[src/rtl/spi_flash_reader_if.sv]
// spi_flash_reader_if
//   Bundles the SPI pins and the read request/response stream of the
//   serial NOR flash reader.
//   master : the reader itself (drives sck/cs_n/mosi and the response stream)
//   slave  : the environment (flash device, requester and consumer)
//   Signals:
//     sck, cs_n, mosi   SPI clock, chip select (active low), master out
//     miso              master in
//     rd_addr, rd_len   start address and word count minus one
//     rd_start          one-cycle read request
//     rd_busy, rd_done  transaction in progress / one-cycle completion pulse
//     rd_data, rd_valid, rd_ready   output word stream with backpressure
interface spi_flash_reader_if #(
    parameter int DATA_WIDTH = 16,
    parameter int ADDR_WIDTH = 24,
    parameter int LEN_WIDTH  = 8
);
    logic                  sck;
    logic                  cs_n;
    logic                  mosi;
    logic                  miso;
    logic [ADDR_WIDTH-1:0] rd_addr;
    logic [LEN_WIDTH-1:0]  rd_len;
    logic                  rd_start;
    logic                  rd_busy;
    logic                  rd_done;
    logic [DATA_WIDTH-1:0] rd_data;
    logic                  rd_valid;
    logic                  rd_ready;

    modport master (
        output sck, cs_n, mosi, rd_busy, rd_done, rd_data, rd_valid,
        input  miso, rd_addr, rd_len, rd_start, rd_ready
    );

    modport slave (
        input  sck, cs_n, mosi, rd_busy, rd_done, rd_data, rd_valid,
        output miso, rd_addr, rd_len, rd_start, rd_ready
    );
endinterface

[src/rtl/spi_flash_reader.sv]
// spi_flash_reader
//   SPI mode-0 master issuing the NOR flash READ (0x03) command: 8-bit opcode,
//   ADDR_WIDTH address bits MSB first, then a burst of rd_len+1 DATA_WIDTH-bit
//   words delivered MSB-first on a valid/ready stream. When a finished word
//   cannot be handed to the output register, sck is parked low and the divider
//   frozen, so no bit is lost or duplicated.
//   Ports:
//     clk    system clock
//     rst_n  asynchronous active-low reset
//     bus    spi_flash_reader_if.master (SPI pins + request/response stream)
module spi_flash_reader #(
    parameter int DATA_WIDTH = 16,
    parameter int ADDR_WIDTH = 24,
    parameter int CLK_DIV    = 4,
    parameter int LEN_WIDTH  = 8
) (
    input  logic               clk,
    input  logic               rst_n,
    spi_flash_reader_if.master bus
);
    localparam int TX_W  = 8 + ADDR_WIDTH;
    localparam int MAX_W = (ADDR_WIDTH > DATA_WIDTH) ? ADDR_WIDTH : DATA_WIDTH;
    localparam int BIT_W = $clog2(MAX_W) + 1;
    localparam int DIV_W = $clog2(CLK_DIV);
    localparam int DSL_W = $clog2(2 * CLK_DIV) + 1;
    localparam int WRD_W = LEN_WIDTH + 1;

    localparam logic [7:0]       CMD_READ  = 8'h03;
    localparam logic [DIV_W-1:0] DIV_LAST  = DIV_W'(CLK_DIV - 1);
    localparam logic [BIT_W-1:0] CMD_LAST  = BIT_W'(7);
    localparam logic [BIT_W-1:0] ADDR_LAST = BIT_W'(ADDR_WIDTH - 1);
    localparam logic [BIT_W-1:0] DATA_LAST = BIT_W'(DATA_WIDTH - 1);
    localparam logic [DSL_W-1:0] DSL_LAST  = DSL_W'(2 * CLK_DIV - 1);

    typedef enum logic [2:0] {
        S_IDLE  = 3'd0,
        S_CMD   = 3'd1,
        S_ADDR  = 3'd2,
        S_DATA  = 3'd3,
        S_STALL = 3'd4,
        S_DESEL = 3'd5
    } state_e;

    state_e                state_q, state_d;
    logic                  sck_q, sck_d;
    logic                  cs_n_q, cs_n_d;
    logic                  mosi_q, mosi_d;
    logic                  busy_q, busy_d;
    logic                  done_q, done_d;
    logic                  valid_q, valid_d;
    logic [DATA_WIDTH-1:0] data_q, data_d;
    logic [DIV_W-1:0]      div_q, div_d;
    logic [BIT_W-1:0]      bit_q, bit_d;
    logic [WRD_W-1:0]      word_q, word_d;
    logic [TX_W-1:0]       tx_q, tx_d;
    logic [DATA_WIDTH-1:0] rx_q, rx_d;
    logic [LEN_WIDTH-1:0]  len_q, len_d;
    logic                  pend_q, pend_d;  // rx_q holds a finished word not yet in rd_data
    logic                  last_q, last_d;  // every word of the burst has been shifted in
    logic [DSL_W-1:0]      dsl_q, dsl_d;

    logic div_end_s;
    logic out_free_s;
    logic load_s;

    assign div_end_s  = (div_q == DIV_LAST);
    // The output register can take a word when empty or being drained this cycle.
    assign out_free_s = !valid_q || bus.rd_ready;
    assign load_s     = pend_q && out_free_s;

    // Next-state logic for the FSM, SPI pins, counters and output register.
    always_comb begin
        state_d = state_q;
        sck_d   = sck_q;
        cs_n_d  = cs_n_q;
        mosi_d  = mosi_q;
        busy_d  = busy_q;
        done_d  = done_q;
        valid_d = valid_q;
        data_d  = data_q;
        div_d   = div_q;
        bit_d   = bit_q;
        word_d  = word_q;
        tx_d    = tx_q;
        rx_d    = rx_q;
        len_d   = len_q;
        pend_d  = pend_q;
        last_d  = last_q;
        dsl_d   = dsl_q;

        if (load_s) begin
            data_d  = rx_q;
            valid_d = 1'b1;
            pend_d  = 1'b0;
        end else if (valid_q && bus.rd_ready) begin
            valid_d = 1'b0;
        end else begin
            valid_d = valid_q;
        end

        case (state_q)
            S_IDLE: begin
                sck_d = 1'b0;
                if (done_q) begin
                    // Completion cycle: a request here is deliberately dropped.
                    done_d = 1'b0;
                    busy_d = 1'b0;
                end else if (bus.rd_start) begin
                    tx_d    = {CMD_READ, bus.rd_addr};
                    len_d   = bus.rd_len;
                    cs_n_d  = 1'b0;
                    mosi_d  = CMD_READ[7];
                    busy_d  = 1'b1;
                    div_d   = {DIV_W{1'b0}};
                    bit_d   = {BIT_W{1'b0}};
                    word_d  = {WRD_W{1'b0}};
                    last_d  = 1'b0;
                    state_d = S_CMD;
                end else begin
                    state_d = S_IDLE;
                end
            end

            S_CMD, S_ADDR: begin
                if (div_end_s) begin
                    div_d = {DIV_W{1'b0}};
                    sck_d = !sck_q;
                    if (sck_q) begin
                        // Falling edge: present the next opcode/address bit.
                        tx_d   = {tx_q[TX_W-2:0], 1'b0};
                        mosi_d = tx_q[TX_W-2];
                        if (state_q == S_CMD) begin
                            if (bit_q == CMD_LAST) begin
                                bit_d   = {BIT_W{1'b0}};
                                state_d = S_ADDR;
                            end else begin
                                bit_d = bit_q + BIT_W'(1);
                            end
                        end else if (bit_q == ADDR_LAST) begin
                            bit_d   = {BIT_W{1'b0}};
                            mosi_d  = 1'b0;
                            state_d = S_DATA;
                        end else begin
                            bit_d = bit_q + BIT_W'(1);
                        end
                    end else begin
                        tx_d = tx_q;
                    end
                end else begin
                    div_d = div_q + DIV_W'(1);
                end
            end

            S_DATA: begin
                mosi_d = 1'b0;
                if (div_end_s && !sck_q) begin
                    // A rising edge is due here.
                    if (last_q) begin
                        // Low half after the final bit is complete: release the flash.
                        cs_n_d  = 1'b1;
                        dsl_d   = {DSL_W{1'b0}};
                        state_d = S_DESEL;
                    end else if (pend_q && !out_free_s) begin
                        // Park sck low with the divider frozen at its terminal count.
                        state_d = S_STALL;
                    end else begin
                        sck_d = 1'b1;
                        div_d = {DIV_W{1'b0}};
                        rx_d  = {rx_q[DATA_WIDTH-2:0], bus.miso};
                        if (bit_q == DATA_LAST) begin
                            bit_d  = {BIT_W{1'b0}};
                            pend_d = 1'b1;
                            if (word_q == {1'b0, len_q}) begin
                                last_d = 1'b1;
                            end else begin
                                word_d = word_q + WRD_W'(1);
                            end
                        end else begin
                            bit_d = bit_q + BIT_W'(1);
                        end
                    end
                end else if (div_end_s) begin
                    sck_d = 1'b0;
                    div_d = {DIV_W{1'b0}};
                end else begin
                    div_d = div_q + DIV_W'(1);
                end
            end

            S_STALL: begin
                // The pending word is loaded above as soon as the register frees;
                // the withheld rising edge then fires on the following cycle.
                if (out_free_s) begin
                    state_d = S_DATA;
                end else begin
                    state_d = S_STALL;
                end
            end

            S_DESEL: begin
                sck_d = 1'b0;
                if (dsl_q != DSL_LAST) begin
                    dsl_d = dsl_q + DSL_W'(1);
                end else begin
                    dsl_d = dsl_q;
                end
                if ((dsl_q == DSL_LAST) && !pend_q && (!valid_q || bus.rd_ready)) begin
                    done_d  = 1'b1;
                    state_d = S_IDLE;
                end else begin
                    state_d = S_DESEL;
                end
            end

            default: begin
                sck_d   = 1'b0;
                cs_n_d  = 1'b1;
                state_d = S_IDLE;
            end
        endcase
    end

    // State and output registers, asynchronously cleared.
    always_ff @(posedge clk or negedge rst_n) begin
        if (!rst_n) begin
            state_q <= S_IDLE;
            sck_q   <= 1'b0;
            cs_n_q  <= 1'b1;
            mosi_q  <= 1'b0;
            busy_q  <= 1'b0;
            done_q  <= 1'b0;
            valid_q <= 1'b0;
            data_q  <= {DATA_WIDTH{1'b0}};
            div_q   <= {DIV_W{1'b0}};
            bit_q   <= {BIT_W{1'b0}};
            word_q  <= {WRD_W{1'b0}};
            tx_q    <= {TX_W{1'b0}};
            rx_q    <= {DATA_WIDTH{1'b0}};
            len_q   <= {LEN_WIDTH{1'b0}};
            pend_q  <= 1'b0;
            last_q  <= 1'b0;
            dsl_q   <= {DSL_W{1'b0}};
        end else begin
            state_q <= state_d;
            sck_q   <= sck_d;
            cs_n_q  <= cs_n_d;
            mosi_q  <= mosi_d;
            busy_q  <= busy_d;
            done_q  <= done_d;
            valid_q <= valid_d;
            data_q  <= data_d;
            div_q   <= div_d;
            bit_q   <= bit_d;
            word_q  <= word_d;
            tx_q    <= tx_d;
            rx_q    <= rx_d;
            len_q   <= len_d;
            pend_q  <= pend_d;
            last_q  <= last_d;
            dsl_q   <= dsl_d;
        end
    end

    assign bus.sck      = sck_q;
    assign bus.cs_n     = cs_n_q;
    assign bus.mosi     = mosi_q;
    assign bus.rd_busy  = busy_q;
    assign bus.rd_done  = done_q;
    assign bus.rd_data  = data_q;
    assign bus.rd_valid = valid_q;
endmodule

[src/flat_wrapper.sv]
// flat-port wrapper written by rule: the top's interface ports become plain ports
module spi_flash_reader_flat 
#(
    parameter int DATA_WIDTH = 16,
    parameter int ADDR_WIDTH = 24,
    parameter int CLK_DIV    = 4,
    parameter int LEN_WIDTH  = 8
)
  (clk, rst_n, bus_sck, bus_cs_n, bus_mosi, bus_rd_busy, bus_rd_done, bus_rd_data, bus_rd_valid, bus_miso, bus_rd_addr, bus_rd_len, bus_rd_start, bus_rd_ready);
  spi_flash_reader_if #(.DATA_WIDTH(DATA_WIDTH), .ADDR_WIDTH(ADDR_WIDTH), .LEN_WIDTH(LEN_WIDTH)) bus_i ();
  input  logic clk;
  input  logic rst_n;
  output wire logic [$bits(bus_i.sck)-1:0] bus_sck;
  output wire logic [$bits(bus_i.cs_n)-1:0] bus_cs_n;
  output wire logic [$bits(bus_i.mosi)-1:0] bus_mosi;
  output wire logic [$bits(bus_i.rd_busy)-1:0] bus_rd_busy;
  output wire logic [$bits(bus_i.rd_done)-1:0] bus_rd_done;
  output wire logic [$bits(bus_i.rd_data)-1:0] bus_rd_data;
  output wire logic [$bits(bus_i.rd_valid)-1:0] bus_rd_valid;
  input wire logic [$bits(bus_i.miso)-1:0] bus_miso;
  input wire logic [$bits(bus_i.rd_addr)-1:0] bus_rd_addr;
  input wire logic [$bits(bus_i.rd_len)-1:0] bus_rd_len;
  input wire logic [$bits(bus_i.rd_start)-1:0] bus_rd_start;
  input wire logic [$bits(bus_i.rd_ready)-1:0] bus_rd_ready;
  assign bus_sck = bus_i.sck;
  assign bus_cs_n = bus_i.cs_n;
  assign bus_mosi = bus_i.mosi;
  assign bus_rd_busy = bus_i.rd_busy;
  assign bus_rd_done = bus_i.rd_done;
  assign bus_rd_data = bus_i.rd_data;
  assign bus_rd_valid = bus_i.rd_valid;
  assign bus_i.miso = bus_miso;
  assign bus_i.rd_addr = bus_rd_addr;
  assign bus_i.rd_len = bus_rd_len;
  assign bus_i.rd_start = bus_rd_start;
  assign bus_i.rd_ready = bus_rd_ready;
  spi_flash_reader #(.DATA_WIDTH(DATA_WIDTH), .ADDR_WIDTH(ADDR_WIDTH), .CLK_DIV(CLK_DIV), .LEN_WIDTH(LEN_WIDTH)) u_core (.clk(clk), .rst_n(rst_n), .bus(bus_i));
endmodule
[config.mk]
export PLATFORM = sky130hd
export DESIGN_NAME = spi_flash_reader_flat
export DESIGN_NICKNAME = d
export VERILOG_FILES = /design/src/rtl/spi_flash_reader_if.sv /design/src/rtl/spi_flash_reader.sv /design/src/flat_wrapper.sv
export SDC_FILE = /design/constraint.sdc
export NUM_CORES = 1
export LEC_CHECK = 0
export BUFFER_PORTS_ARGS = -buffer_cell sky130_fd_sc_hd__clkbuf_2
export CORE_MARGIN = 2
export CORE_UTILIZATION = 25
export CTS_BUF_LIST = sky130_fd_sc_hd__clkbuf_4
export DETAILED_ROUTE_END_ITERATION = 7
export PLACE_DENSITY = 0.48
export REMOVE_ABC_BUFFERS = 1
export SLEW_MARGIN = 40
export SYNTH_ARGS = -nofsm -noshare
export SYNTH_HDL_FRONTEND = slang
export SYNTH_SLANG_ARGS = --single-unit
[constraint.sdc]
create_clock -name clk -period 2.3 [get_ports clk]
set_input_delay 0.115 -clock clk [delete_from_list [all_inputs] [get_ports clk]]
set_output_delay 0.115 -clock clk [all_outputs]
set_load 0.02 [all_outputs]
== Yosys cells after proc, flatten, opt, wreduce, memory -nomap -nowiden ==
Index checks and enable logic that the tools add are counted.
Cells by class
  $add $sub $neg: 4
  equal/unequal tests: 30
  muxes and demuxes: 83
  bitwise operators: 5
  reduce and logical (&&, ||, !) cells: 35
Operators with widths (count)
  2-to-1 mux 31 bit: 4
  2-to-1 mux 6 bit: 11
  2-to-1 mux 9 bit: 7
  case mux 31 bit (2 select lines): 1
  2-to-1 mux 3 bit: 11
  2-to-1 mux 1 bit: 30
  AND reduction 5 bit: 5
  case mux 6 bit (3 select lines): 1
  case mux 9 bit (2 select lines): 1
  AND reduction 8 bit: 2
  case mux 3 bit (5 select lines): 1
  != test 2 x 1 -> 1 bit (second input constant): 7
  2-to-1 mux 2 bit: 6
  2-to-1 mux 4 bit: 3
  AND reduction 4 bit: 3
  nonzero test 2 bit: 6
  != test 2 bit (second input constant): 5
  adder 9 x 1 -> 9 bit (second input constant): 1
  equality test 9 x 8 -> 1 bit: 1
  != test 3 x 1 -> 1 bit (second input constant): 3
  != test 3 bit (second input constant): 3
  case mux 1 bit (3 select lines): 3
  case mux 4 bit (2 select lines): 1
  AND reduction 7 bit: 1
  24 further kinds: 40
Storage, ports and cells
  register bits: 103
  input port bits: 37
  output and inout bits: 22
  word-level logic and storage cells: 174

== Longest topological paths before layout ==
Gate-level depths: netlist of run 1.
  depth after elaboration: 9
  depth in mapped cells: 8
  mapped depth without buffers: 6

== Worst setup path before layout of run 1 ==
Ideal clock, no wire load.
  path type: register to register
  start point: register u_core.bit_q[0]
  end point: register u_core.word_q[5]
  data arrival time: 2.130 ns
  data required time: 2.196 ns
  path slack: 0.066 ns
  cell stages (with the launch flop): 9
  buffers on the path: 2
  cells stage by stage: dfrtp_1 -> ha_1 -> nand4b_1 -> or2_4 -> o41a_1 -> buf_6 -> or3_1 -> buf_6 -> o41ai_2
On the way
  longest elaborated chain between the ends: 3
RTL lines
  from (decl): line spi_flash_reader.sv:53  | logic [BIT_W-1:0] bit_q, bit_d;
  from (signal assigned): line spi_flash_reader.sv:235  | bit_q <= {BIT_W{1'b0}};
  from (signal assigned): line spi_flash_reader.sv:253  | bit_q <= bit_d;
  equality test 6 x 4 -> 1 bit: line spi_flash_reader.sv:170  | if (bit_q == DATA_LAST) begin
  != test 2 x 1 -> 1 bit (no line)
  AND reduction 8 bit (no line)
  to (signal assigned): line spi_flash_reader.sv:236  | word_q <= {WRD_W{1'b0}};
  to (signal assigned): line spi_flash_reader.sv:254  | word_q <= word_d;
  to (decl): line spi_flash_reader.sv:54  | logic [WRD_W-1:0] word_q, word_d;
No other way between the ends.
A chain may end at the register's enable or synchronous reset.

== Worst setup path in the final report of run 1 ==
Same ends and word-level chain as after synthesis.

==> results.toml, run 1 <==
[worst_setup_path]
crit_path_end_kind = "flop"
worstPathMaxFanout = 8
path_depth = 6
cp-start-kind = "flop"
worst_path_max_delay_cell = "dfrtp_1"
cp_data_required_time_ns = 2.68
r2r_end = "u_core.word_q[5]"
cp_num_buf_inv = 0
rrSetupSlack_ns = 0.06
cp.arrival_ns = 2.62
worstSetupPathType = "reg -> reg"
cpPeakStageDelay_ns = 0.43
cp_cell_sequence = "ha_2 -> nand4b_1 -> or2_4 -> o41a_1 -> or3_4 -> o41ai_4"
critical-path-top-delay-family = "simple AND/OR/NAND/NOR gates"
r2r.worst_path.cells = 6
r2r_start = "u_core.bit_q[0]"

[clock_tree]
cts-buffers-inserted = 9
cts.sinks = 103
path_clk_slew_ns = 0.16
root_buffer = "clkbuf_4"
h-tree-depth = 3
cts_tree = "yes"
clk_latency_ns = 0.47
clockBufferDepth = 2

[sta]
period_share = 0.976
grt_setup_unrepaired = "yes"
skew_ns = 0.0198
worst_slew_pin_slew_ns = 0.681
setup_viol_count_final = 0
min_period_ns = 2.24
final_hold_viol_count = 0
fmax_mhz = 446
slew_headroom = 0.545
finalMaxSlewViolations = 0
setup_ws_ns = 0.0561

[drt]
viasPerCell = 4.51
postRouteAntennaNets = 0
wire_per_inst_um = 13.6
drtPass1Iterations = 4
drc = 0
vias = 3852
drtIter0Drc = 245
wirelength_um = 11600

[global_routing]
grt_pass1_vias = 3922
antenna_found_initial = 1
grt_start_max_net_pins = 63
grt_usage = 0.112
grt_first_pass_wirelength_um = 19300
gr-total-overflow = 0

[placement]
place_ws_ns = -0.00294
gp_congestion = 0.805
io_buffers = 58
dp_hpwl_um = 8010

[cells_and_area]
drive_gt1_frac = 0.255
area_growth_pct = 26.4
final_util = 0.323
fillCellCount = 2012
fin_nets = 625
multi_input_area_um2 = 2290
seq_area_um2 = 2580

[synthesis]
synth_top_area_frac = 0.514
yosysSeqAreaShare = 0.519
async_flop_share = 1.00
synth-seq-cells = 103
synth_edf_count = 0
synth_area_leaders = "dfrtp_1 (51%), mux2_2 (7.5%), nand2_1 (6.7%), o21ai_0 (5.4%), mux2i_1 (5.0%)"
synthFlopType = "dfrtp_1"
synth_area_leader_cell = "dfrtp_1"
postSynthCellCount = 480
synth.cell_area_um2 = 4970
yosysWarnings = 0
avgSynthCellArea_um2 = 10.4
synth_cell_type_count = 56

[floorplanning]
io_pins = 59
initial_core_util = 0.255
core_um2 = 19500
die_height_um = 145
num_rows = 51
die_area_um2 = 21000
die_w_um = 145

[power]
max-vdd-ir-drop_mv = 0.200
p_leak_nw = 3.00
finalPower_mw = 3.02
power_density_nw_per_um2 = 480

[hold_path]
hold_path_class = "in -> async"

[run]
maxCapViolations = 0

[run_status]
status = "completed"
==> synth_stat cells, types with 3 or more instances <==
| master | count |
|---|---|
| nand2b_1 | 10 |
| clkbuf_1 | 17 |
| a22o_1 | 3 |
| nor2b_1 | 7 |
| nand4_1 | 3 |
| o31ai_1 | 11 |
| a21oi_1 | 13 |
| nor3_1 | 6 |
| ha_1 | 4 |
| and3b_1 | 3 |
| dfrtp_1 | 102 |
| nand2_1 | 89 |
| nand3_1 | 10 |
| o21ai_0 | 54 |
| inv_1 | 5 |
| buf_2 | 7 |
| mux2_2 | 33 |
| mux2i_1 | 25 |
| nor2_1 | 17 |
| or3_1 | 6 |
| xnor2_1 | 9 |
==> per-stage QoR <==
step / std cells / cell area, um2 / setup TNS [ns] / hold slack, ns
2_1_floorplan: 453 / 4840 / -39.78 / -0.181
5_1_grt: 854 / 6280 / -0.0335 / 0.198
6_report: 854 / 6280 / 0 / 0.183
4_1_cts: 852 / 6240 / 0 / 0.156
3_5_place_dp: 801 / 5720 / -0.00294 / 0.165
3_3_place_gp: 801 / 5720 / 0 / 0.157
==> registers in the layout (all words and copies together), names as in the netlist, 3 cells and up <==
signal	flops
u_core.tx_q	31
u_core.bit_q	6
u_core.state_q	3
u_core.rx_q	16
u_core.bus.rd_data	16
u_core.word_q	9
u_core.dsl_q	4
u_core.len_q	8
==> cells by family (layout without fill, tap and decap cells) <==
group	after synthesis	after routing	synth area share
and+or+nand+nor	162	162	0.154
AOI/OAI and AO/OA	109	109	0.143
DFF	103	103	0.519
muxes	58	58	0.125
buffers and inverters	33	141	0.0297
xor gates and xnor gates	11	11	0.0194
adders and majority gates	4	4	0.0101
other	0	1	0
==> worst reg2reg max path: stages (launching register included) <==
cell and delay, ns:
dfrtp_1 0.43, ha_2 0.21, nand4b_1 0.12, or2_4 0.28, o41a_1 0.39, or3_4 0.41
o41ai_4 0.31
==> placed cells by master, fill, tap and decap left out, types with 3 or more instances in the layout <==
cell | netlist | layout
o31ai_1 | 11 | 10
nand2_1 | 89 | 89
o21ai_0 | 54 | 53
nor2_1 | 17 | 16
buf_4 | 0 | 23
or3_1 | 6 | 5
xnor2_1 | 9 | 9
dfrtp_1 | 102 | 102
mux2i_1 | 25 | 25
and3b_1 | 3 | 3
nand4_1 | 3 | 3
nor3_1 | 6 | 6
nor2b_1 | 7 | 7
mux2_2 | 33 | 33
nand3_1 | 10 | 10
a22o_1 | 3 | 3
inv_1 | 5 | 5
dlygate4sd3_1 | 0 | 36
clkbuf_4 | 0 | 10
buf_12 | 0 | 4
nand2b_1 | 10 | 10
clkbuf_2 | 0 | 57
a21oi_1 | 13 | 13
==> metal layers <==
layer  global-route usage  wire length [um]  vias to the layer above  share of wire
met2                0.195              5740                       48           0.50
met4               0.0490               254                        0          0.022
met3               0.0226               342                       16          0.030
met1                0.133              5240                     1887           0.45
met5                    0                 0                        -              0
li1                     -                 -                     1901              -
==> where the power goes <==
part | leakage [nW] | internal (mW) | total (mW) | switching, mW
registers | 1.34 | 1.81 | 1.81 | 0.00107
clock network | 0.0787 | 0.449 | 1.08 | 0.626
logic | 1.58 | 0.0694 | 0.126 | 0.0570
==> cell type report <==
cell class / count / share of cell area
Antenna cell: 1 / 0.000398
Inverter: 6 / 0.00358
Timing Repair Buffer: 120 / 0.143
Clock inverter: 5 / 0.0133
Sequential cell: 103 / 0.410
Multi-Input combinational cell: 344 / 0.364
Clock buffer: 10 / 0.0119
Tap cell: 265 / 0.0528
==> repair_timing <==
action / 4_1_cts / 5_1_grt
buffers inserted: 0 / 1
hold buffers: 36 / 0
endpoints found under the setup margin: 1 / 3
gates resized for setup: 1 / 6
hold endpoints to repair: 78 / 0
pin swaps: 0 / 0
==> how the worst max path moves through the flow <==
stage,end,startpoint,slack [ns]
finish,u_core.word_q[5],u_core.bit_q[0],0.06
floorplan,u_core.tx_q[0],u_core.state_q[0],-1.14
CTS,u_core.word_q[5],u_core.bit_q[0],0.07
global placement,u_core.word_q[5],u_core.bit_q[0],0.12
detailed placement,u_core.word_q[5],u_core.bit_q[0],-0.003
global route,u_core.word_q[5],u_core.bit_q[0],-0.03
Power figures use the tool's default switching activity.
==> run 2, diff against run 1 <==
--- a/config.mk
+++ b/config.mk
@@ -7,10 +7,10 @@
 export LEC_CHECK = 0
 export BUFFER_PORTS_ARGS = -buffer_cell sky130_fd_sc_hd__clkbuf_2
 export CORE_MARGIN = 2
-export CORE_UTILIZATION = 25
+export CORE_UTILIZATION = 54
 export CTS_BUF_LIST = sky130_fd_sc_hd__clkbuf_4
 export DETAILED_ROUTE_END_ITERATION = 7
-export PLACE_DENSITY = 0.48
+export PLACE_DENSITY = 0.84
 export REMOVE_ABC_BUFFERS = 1
 export SLEW_MARGIN = 40
 export SYNTH_ARGS = -nofsm -noshare
==> results.toml, run 2 (synthesis results as in run 1) <==
[run_status]
status = "completed"

[cells_and_area]
layout_commonest_cell = "dfrtp_1"
drive_gt1_frac = 0.246
mostFrequentLayoutCells = "dfrtp_1 (102), nand2_1 (89), clkbuf_2 (57), o21ai_0 (54), dlygate4sd3_1 (35)"
diodes = 0
regMostFlops = "u_core.tx_q"
area_growth_pct = 21.3
final_cells = 693
fin_nets = 618
largest_reg_flops = 31

[worst_setup_path]
path_depth = 7
cpPeakStageDelay_ns = 0.46
cp_num_buf_inv = 1
r2r.worst_path.cells = 7
worstPathMaxFanout = 8
cp-start-kind = "flop"
worstSetupPathType = "reg -> reg"
crit_path_end_kind = "flop"
cp.arrival_ns = 2.53
critical-path-top-delay-family = "compound AO/OA/AOI/OAI gates"
cp_cell_sequence = "ha_4 -> nand4b_1 -> or2_4 -> o41a_1 -> buf_4 -> o31ai_1 -> o41ai_2"
worst_path_max_delay_cell = "dfrtp_1"
cp_data_required_time_ns = 2.64

[clock_tree]
clk_latency_ns = 0.46
clockBufferDepth = 2
path_clk_slew_ns = 0.17
cts_tree = "yes"
root_buffer = "clkbuf_4"
cts.sinks = 103
h-tree-depth = 3
cts-buffers-inserted = 9

[placement]
gp_congestion = 0.900
dp_hpwl_um = 7170
numPlacedInstances = 641
io_buffers = 58
place_ws_ns = -0.0168

[sta]
skew_ns = 0.0169
slew_headroom = 0.558
setup_viol_count_final = 0
finalMaxSlewViolations = 0
fmax_mhz = 456
final_hold_viol_count = 0
setup-tns-final_ns = 0
grt_setup_unrepaired = "no"
worst_slew_pin_slew_ns = 0.662
setup_ws_ns = 0.108
period_share = 0.953
holdWs_ns = 0.0325
min_period_ns = 2.19

[power]
finalPower_mw = 2.96
p_leak_nw = 2.96
max-vdd-ir-drop_mv = 0.307
power_density_nw_per_um2 = 491

[global_routing]
grt_first_pass_wirelength_um = 17900
antenna_found_initial = 0
grt_start_max_net_pins = 65
grt_pass1_vias = 3805
grt_usage = 0.222
gr-total-overflow = 0

[floorplanning]
io_pins = 59
initial_core_util = 0.548
num_rows = 35
core_um2 = 9060
die_height_um = 99.9
die_w_um = 99.9
die_area_um2 = 9980

[hold_path]
hold_depth = 4
hold_path_class = "in -> reg"

[drt]
routed.top_layer = "met4"
viasPerCell = 5.69
wire_per_inst_um = 15.1
wl_met1_um = 4340
postRouteAntennaNets = 0
wirelength_um = 10500
dr_wl_met2_um = 5610
route.met3.wl_um = 446
drtIter0Drc = 306
vias = 3944
drc = 0
drtPass1Iterations = 5

[run]
maxCapViolations = 0
## run 2: metrics by stage
stage,instance area (um2),utilization
6_report,6030,0.665
5_1_grt,6030,0.665
4_1_cts,6000,0.662
3_5_place_dp,5480,0.605
3_3_place_gp,5480,0.605
2_1_floorplan,4840,-
## run 2: metal layers
layer / vias to the layer above / GRT usage
met3: 15 / 0.0474
li1: 1901 / -
met1: 1909 / 0.284
met5: - / 0
met4: 0 / 0.0495
met2: 119 / 0.390
## run 2: where the power goes
part / switching, mW / internal, mW
Combinational: 0.0543 / 0.0673
Sequential: 0.00101 / 1.81
Clock: 0.659 / 0.365
Total: 0.714 / 2.25
## run 2: final timing paths
check | from | end | slack [ns]
max | u_core.bit_q[0] | u_core.word_q[5] | 0.11
min | bus_rd_ready | u_core.pend_q | 0.03
max reg2reg | u_core.bit_q[0] | u_core.word_q[5] | 0.11
min reg2reg | u_core.tx_q[30] | u_core.tx_q[30] | 0.50
max in group asynchronous | rst_n | u_core.bus.rd_data[7] | 1.43
min in group asynchronous | rst_n | u_core.len_q[7] | 0.15
## run 2: cell type report
class                           count  area, um2
Fill cell                         677       3040
Tap cell                          111        139
Clock buffer                        9       67.6
Timing Repair Buffer              113        843
Multi-Input combinational cell    344       2280
Inverter                            6       22.5
Clock inverter                      7        100
Sequential cell                   103       2580
## run 2: tightest hold or removal path, delay by kind of cell
family / cells / cell delay, ns
simple gates: 2 / 0.15
buf+inv: 1 / 0.09
compound gates: 1 / 0.09
## run 2: what timing repair did
| item | CTS | global route |
|---|---|---|
| endpoints found under the setup margin | 2 | 5 |
| pin swaps | 0 | 0 |
| hold endpoints to repair | 73 | 0 |
| hold buffers | 35 | 0 |
| setup buffers | 0 | 1 |
| gates resized for setup | 1 | 3 |
